### src/rtl/modular_addsub_pipe_pkg.sv
// Shared operation codes, width limits and the operation enum for the modular add/sub pipeline.
`ifndef MODULAR_ADDSUB_PIPE_DEFS
`define MODULAR_ADDSUB_PIPE_DEFS
`define OP_ADD 1'b0
`define OP_SUB 1'b1
`define MODULAR_ADDSUB_WIDTH_OK(w) (((w) >= modular_addsub_pipe_pkg::WIDTH_MIN) && ((w) <= modular_addsub_pipe_pkg::WIDTH_MAX))
`endif

package modular_addsub_pipe_pkg;

  localparam int WIDTH_MIN = 2;
  localparam int WIDTH_MAX = 32;

  typedef enum logic {
    OP_ADD_E = `OP_ADD,
    OP_SUB_E = `OP_SUB
  } op_e;

endpackage

### src/rtl/modular_addsub_pipe_cla_adder_n.sv
// WIDTH-bit carry-lookahead adder built from per-bit half-sum, generate and propagate terms.
module cla_adder_n #(
  parameter int WIDTH = 4
) (
  input  logic [WIDTH-1:0] a,
  input  logic [WIDTH-1:0] bb,
  input  logic             cin,
  output logic [WIDTH-1:0] sum,
  output logic             cout
);

  logic [WIDTH-1:0] w_h;
  logic [WIDTH-1:0] w_g;
  logic [WIDTH-1:0] w_p;
  logic [WIDTH:0]   w_c;

  assign w_h = a ^ bb;
  assign w_g = a & bb;
  assign w_p = a | bb;

  always_comb begin
    w_c    = '0;
    w_c[0] = cin;
    for (int i = 0; i < WIDTH; i++) begin
      w_c[i+1] = w_g[i] | (w_p[i] & w_c[i]);
    end
  end

  assign sum  = w_h ^ w_c[WIDTH-1:0];
  assign cout = w_c[WIDTH];

endmodule

### src/rtl/modular_addsub_pipe.sv
// Two-stage modular adder/subtractor: lookahead sum in stage 1, modulus correction into the
// output register in stage 2, with valid/ready flow control sustaining one beat per cycle.
module modular_addsub_pipe #(
  parameter int WIDTH = 4
) (
  input  logic             clk,
  input  logic             rst,
  input  logic             in_valid,
  output logic             in_ready,
  input  logic             op,
  input  logic [WIDTH-1:0] a,
  input  logic [WIDTH-1:0] b,
  input  logic [WIDTH-1:0] m,
  output logic             out_valid,
  input  logic             out_ready,
  output logic [WIDTH-1:0] r,
  output logic             err
);

  import modular_addsub_pipe_pkg::*;

  if (!`MODULAR_ADDSUB_WIDTH_OK(WIDTH)) begin : g_bad_width
    $error("modular_addsub_pipe: WIDTH out of range");
  end

  logic             w_s1_en;
  logic             w_s2_en;
  logic [WIDTH-1:0] w_bb;
  logic [WIDTH-1:0] w_sum;
  logic             w_cout;
  logic             w_err1;

  logic             r_s1_valid;
  logic [WIDTH:0]   r_s1_s;
  op_e              r_s1_op;
  logic [WIDTH-1:0] r_s1_m;
  logic             r_s1_err;

  logic             r_s2_valid;
  logic [WIDTH-1:0] r_s2_r;
  logic             r_s2_err;

  logic [WIDTH:0]   w_m_ext;
  logic [WIDTH-1:0] w_r_add;
  logic [WIDTH-1:0] w_r_sub;
  logic [WIDTH-1:0] w_r2;

  assign w_s2_en  = !r_s2_valid || out_ready;
  assign w_s1_en  = !r_s1_valid || w_s2_en;
  assign in_ready = w_s1_en;

  // Subtraction is a + ~b + 1, so the operation bit doubles as the carry-in.
  assign w_bb   = (op == `OP_SUB) ? ~b : b;
  assign w_err1 = (m == '0) || (a >= m) || (b >= m);

  cla_adder_n #(
    .WIDTH (WIDTH)
  ) u_cla (
    .a    (a),
    .bb   (w_bb),
    .cin  (op),
    .sum  (w_sum),
    .cout (w_cout)
  );

  // Add compares on WIDTH+1 bits so a carry-out still triggers the subtract of m;
  // sub reads a clear carry-out as a borrow and wraps back by adding m.
  assign w_m_ext = {1'b0, r_s1_m};
  assign w_r_add = (r_s1_s >= w_m_ext) ? (r_s1_s[WIDTH-1:0] - r_s1_m) : r_s1_s[WIDTH-1:0];
  assign w_r_sub = r_s1_s[WIDTH] ? r_s1_s[WIDTH-1:0] : (r_s1_s[WIDTH-1:0] + r_s1_m);
  assign w_r2    = r_s1_err ? '0 : ((r_s1_op == OP_SUB_E) ? w_r_sub : w_r_add);

  always_ff @(posedge clk) begin
    if (rst) begin
      r_s1_valid <= 1'b0;
      r_s1_s     <= '0;
      r_s1_op    <= OP_ADD_E;
      r_s1_m     <= '0;
      r_s1_err   <= 1'b0;
      r_s2_valid <= 1'b0;
      r_s2_r     <= '0;
      r_s2_err   <= 1'b0;
    end else begin
      if (w_s1_en) begin
        r_s1_valid <= in_valid;
        if (in_valid) begin
          r_s1_s   <= {w_cout, w_sum};
          r_s1_op  <= op_e'(op);
          r_s1_m   <= m;
          r_s1_err <= w_err1;
        end
      end
      if (w_s2_en) begin
        r_s2_valid <= r_s1_valid;
        if (r_s1_valid) begin
          r_s2_r   <= w_r2;
          r_s2_err <= r_s1_err;
        end
      end
    end
  end

  assign out_valid = r_s2_valid;
  assign r         = r_s2_r;
  assign err       = r_s2_err;

endmodule

### config.mk
export PLATFORM = sky130hd
export DESIGN_NAME = modular_addsub_pipe
export DESIGN_NICKNAME = d
export VERILOG_FILES = /design/src/rtl/modular_addsub_pipe_pkg.sv /design/src/rtl/modular_addsub_pipe_cla_adder_n.sv /design/src/rtl/modular_addsub_pipe.sv
export SDC_FILE = /design/constraint.sdc
export NUM_CORES = 1
export LEC_CHECK = 0
export CAP_MARGIN = 20
export CORE_ASPECT_RATIO = 0.5
export CORE_UTILIZATION = 36
export DETAILED_ROUTE_END_ITERATION = 12
export PLACE_DENSITY = 0.69
export SLEW_MARGIN = 30
export SYNTH_ARGS = -nofsm -noshare
export SYNTH_HDL_FRONTEND = slang
export SYNTH_SLANG_ARGS = --single-unit
export TNS_END_PERCENT = 20
### constraint.sdc
create_clock -name clk -period 1.78 [get_ports clk]
set_clock_uncertainty 0.2 [all_clocks]
set_input_delay 0.178 -clock clk [delete_from_list [all_inputs] [get_ports clk]]
set_output_delay 0.178 -clock clk [all_outputs]
set_load 0.02 [all_outputs]
==> impl.org <==
** Run status
- The flow ran to the end, but the final reports show violations.
- Violations in the final reports :: setup timing

** Yosys
- Cell area after synthesis :: 0.001376 sq mm
- In the synthesized netlist the dominant register cell turns out to be sky130_fd_sc_hd__dfxtp_1.
- Synthesis instantiated 35 different standard cells from the library.
- Synth Area in Simple Gates :: 0.1727
- Largest cells by area after synthesis :: sky130_fd_sc_hd__dfxtp_1, sky130_fd_sc_hd__ha_1, sky130_fd_sc_hd__fa_1
- Commonest cells in the netlist :: sky130_fd_sc_hd__nand2_1, sky130_fd_sc_hd__dfxtp_1, sky130_fd_sc_hd__inv_1, sky130_fd_sc_hd__a21oi_1, sky130_fd_sc_hd__ha_1
- Of the total synthesized cell area, the portion taken by XOR and XNOR cells is 0.04455.
- Number of enable-type register cells in the synthesized netlist :: 0
- Net count after synthesis :: 193
- Cell taking the most area after synthesis :: sky130_fd_sc_hd__dfxtp_1
- Of the total synthesized cell area, the portion taken by full adders, half adders and majority gates is 0.2091.
- For this run, the number of Yosys warnings is 0.
- Of all flip-flops after synthesis, the portion carrying an async set or reset was 0.
- Synthesis inferred 18 register bits.
- The portion of synthesized area spent on multiplexers is 0.07091.
- The share of synthesized area in the top cell type comes to 0.2618.
- Mean instance size in the synthesized netlist :: 8.823 sq um
- Area fraction in compound gates after synthesis :: 0.1618
- After synthesis, the largest family of logic cells by area is adder cells.
- sky130_fd_sc_hd__nand2_1 is the most common cell in the netlist.
- For this run, the register share of the synthesized area comes to 0.2618.
- Count of mapped cells out of synthesis :: 156

** Routing
- Total vias in the final route :: 1,266
- Wire length per cell after detailed routing :: 12.13 microns
- # DRC :: 0
- Number of vias per cell after detailed routing :: 4.869
- Violation count after the first detailed-routing iteration :: 43
- Sum of routed wire length over all layers :: 3.153 mm
- The first detailed-routing pass ran for 4 iterations.
- In this run the remaining antenna-violating nets after routing total 0.

** Layout
- The number of antenna diodes in the final layout is 0.
- The final layout contains 247 nets.
- Fillcell total :: 311
- Summing all multi-input logic gate instances after layout gives 973.4 sq um.
- After routing the design area is 0.001991 sq mm.
- Summing all flip-flop and latch instances after layout gives 364.1 sq um.
- From synthesis to final layout, the design area changed by 44.64%.
- In the final layout, the share of cells above drive strength 1 is 0.3062.

** Min path
- The path class of the tightest hold or removal check is in -> reg.

** Floorplan
- The initialized floorplan defines 15 standard-cell rows.
- Die outline height :: 45.72 microns
- Number of I/O pins :: 24
- Die Width :: 89.44 microns
- Initial core utilization :: 0.3880
- Placeable core region :: 0.003547 sq mm
- Die ar. :: 0.004089 sq mm

** Timing
- Hold Fails Final Rpt :: 0
- Final worst path period share :: 1.075
- For this run, the top clock speed supported by timing is 522.6 MHz.
- Setup repair after global routing could not meet its margin everywhere.
- Setup violations remaining at the end of the flow were counted as 4.
- Hold WS :: 0.1411 ns
- Setup TNS Final :: -0.4114 ns
- Minimum clock period after layout :: 1.913 ns
- Worst slew margin relative to its limit :: 0.7364
- For the pin with the worst max-slew slack, the measured transition is 0.3949 ns.
- Once routing completed, OpenROAD measured the worst setup slack at -0.1335 ns.
- The number of max-slew violations in the final report came to 0.

** Setup path
- The setup path with the least slack is of type in -> reg.
- The worst setup path is launched from an input port.
- The worst setup path is captured at a flop.
- Of all nets on the critical path, the largest fanout is 2.
- Required @ worst endpoint :: 1.77 ns
- Arrival time at the worst endpoint :: 1.90 ns

** Global route
- The number of antenna violations at the first check in global routing came to 0.
- Number of global-route vias before repair :: 1,265
- Largest net degree at the start of global routing :: 19
- After global routing the overflow that remains totals 0.
- Global-route wire length before repair :: 5.499 mm
- In the global route stage, overall resource usage came out at 0.1783.

** Clocking
- Total CTS buffers :: 3
- # H-tree levels :: 1
- Buffer levels on the longest clock path :: 2
- Post-CTS clock slew at the launch and capture registers of the worst setup and hold paths :: 0.07 ns
- Clock latency on the worst-skew pair :: 0.26 ns
- The tree built by TritonCTS fans out to 18 sinks.
- The root buffer cell chosen for the clock tree is sky130_fd_sc_hd__clkbuf_8.
- TritonCTS built the clock tree.
- The number of hold buffers added after CTS was 0.

** Power and ir drop
- Static Leak :: 0.0008465 uW
- Dividing total power by cell area gives a power density of 663.2 mW/mm^2.
- The worst-case IR drop observed on VDD is 0.2468 mV.

** Placed design
- The congestion estimate from routability-driven global placement came to 0.7861.
- Number of port buffers :: 23
- After legalization and detailed placement, the total HPWL measured 2.452 mm.
- Post-place instance area :: 0.001877 sq mm

** Job
- Max_cap viols :: 0
[sequential cells by signal, summed over array words and instances, names as in the netlist]
signal,flops
r,4
err,1
r_s1_valid,1
out_valid,1
r_s1_m,4
r_s1_err,1
r_s1_op,1
r_s1_s,5
[cells in the final DEF, fill, tap and decap left out, types with 3 or more instances in the layout]
cell / synthesis / layout
sky130_fd_sc_hd__buf_4: 0 / 33
sky130_fd_sc_hd__nand2_1: 20 / 19
sky130_fd_sc_hd__clkdlybuf4s50_1: 0 / 17
sky130_fd_sc_hd__a21oi_1: 15 / 15
sky130_fd_sc_hd__dfxtp_1: 18 / 15
sky130_fd_sc_hd__inv_1: 17 / 14
sky130_fd_sc_hd__ha_1: 15 / 12
sky130_fd_sc_hd__nor2_1: 9 / 9
sky130_fd_sc_hd__mux2i_1: 6 / 6
sky130_fd_sc_hd__xor2_1: 5 / 4
sky130_fd_sc_hd__a211oi_1: 6 / 4
sky130_fd_sc_hd__clkbuf_8: 0 / 4
sky130_fd_sc_hd__inv_2: 0 / 3
sky130_fd_sc_hd__nor4_1: 3 / 3
sky130_fd_sc_hd__o21ai_0: 3 / 3
sky130_fd_sc_hd__fa_1: 5 / 3
sky130_fd_sc_hd__ha_4: 0 / 3
sky130_fd_sc_hd__dlygate4sd2_1: 0 / 3
sky130_fd_sc_hd__dfxtp_2: 0 / 3
[worst paths after layout]
| kind | from | endpoint | slack (ns) | depth (start not counted) |
|---|---|---|---|---|
| max | b[0] | r_s1_s[3] | -0.13 | 9 |
| min | op | r_s1_op | 0.14 | 4 |
| max reg2reg | r_s1_s[0] | r[1] | -0.12 | 7 |
| min reg2reg | r_s1_m[3] | r_s1_m[3] | 0.29 | 2 |
[metrics by stage]
step	power [uW]	utilization	setup slack [ns]	instances
2_1_floorplan	753.6	-	-0.1595	156
3_3_place_gp	940.2	0.5291	-0.7023	255
3_5_place_dp	954.0	0.5291	-0.7316	255
4_1_cts	1318	0.5570	-0.1823	260
5_1_grt	1403	0.5612	-0.2240	260
6_report	1320	0.5612	-0.1335	260
[kinds of logic after synthesis]
family,Yosys count
AND/OR/NAND/NOR,46
buffers and inverters,24
multiplexers,9
flip-flops,18
adder cells (fa/ha/maj),20
AO/OA/AOI/OAI,32
XOR/XNOR,7
[where the power goes]
group | switching (uW) | leakage (uW) | total [uW] | internal (uW)
sequential | 33.5 | 0.000149 | 467 | 433
clock | 149 | 0.0000288 | 346 | 197
combinational | 229 | 0.000669 | 508 | 279
total | 411 | 0.000846 | 1320 | 909
[worst max-delay path, cell delays in order]
cell and delay (ns):
sky130_fd_sc_hd__clkdlybuf4s15_2 0.19, sky130_fd_sc_hd__mux2_4 0.30, sky130_fd_sc_hd__fa_2 0.34, sky130_fd_sc_hd__inv_2 0.06
sky130_fd_sc_hd__fa_1 0.14, sky130_fd_sc_hd__inv_1 0.05, sky130_fd_sc_hd__fa_1 0.47, sky130_fd_sc_hd__nand2_1 0.05
sky130_fd_sc_hd__a21oi_1 0.13
[layout make-up]
cell class | count | share of cell area
inverters | 17 | 0.03206
clock buffers | 4 | 0.02766
well taps | 51 | 0.03206
multi-input cells | 114 | 0.4890
flip-flops and latches | 18 | 0.1829
repair buffers | 56 | 0.2363
[layer usage]
metal / track usage / wire, microns / share of wire
met4: 0.04127 / 51 / 0.016
met2: 0.3237 / 1457 / 0.46
met3: 0.03623 / 110 / 0.035
met5: 0 / 0 / 0
met1: 0.2225 / 1534 / 0.49
[timing repair]
item / 4_1_cts / 5_1_grt
setup buffers: 1 / 0
setup endpoints to repair: 9 / 7
pin swaps: 8 / 6
resized for setup: 23 / 3
Power figures use the tool's default switching activity.
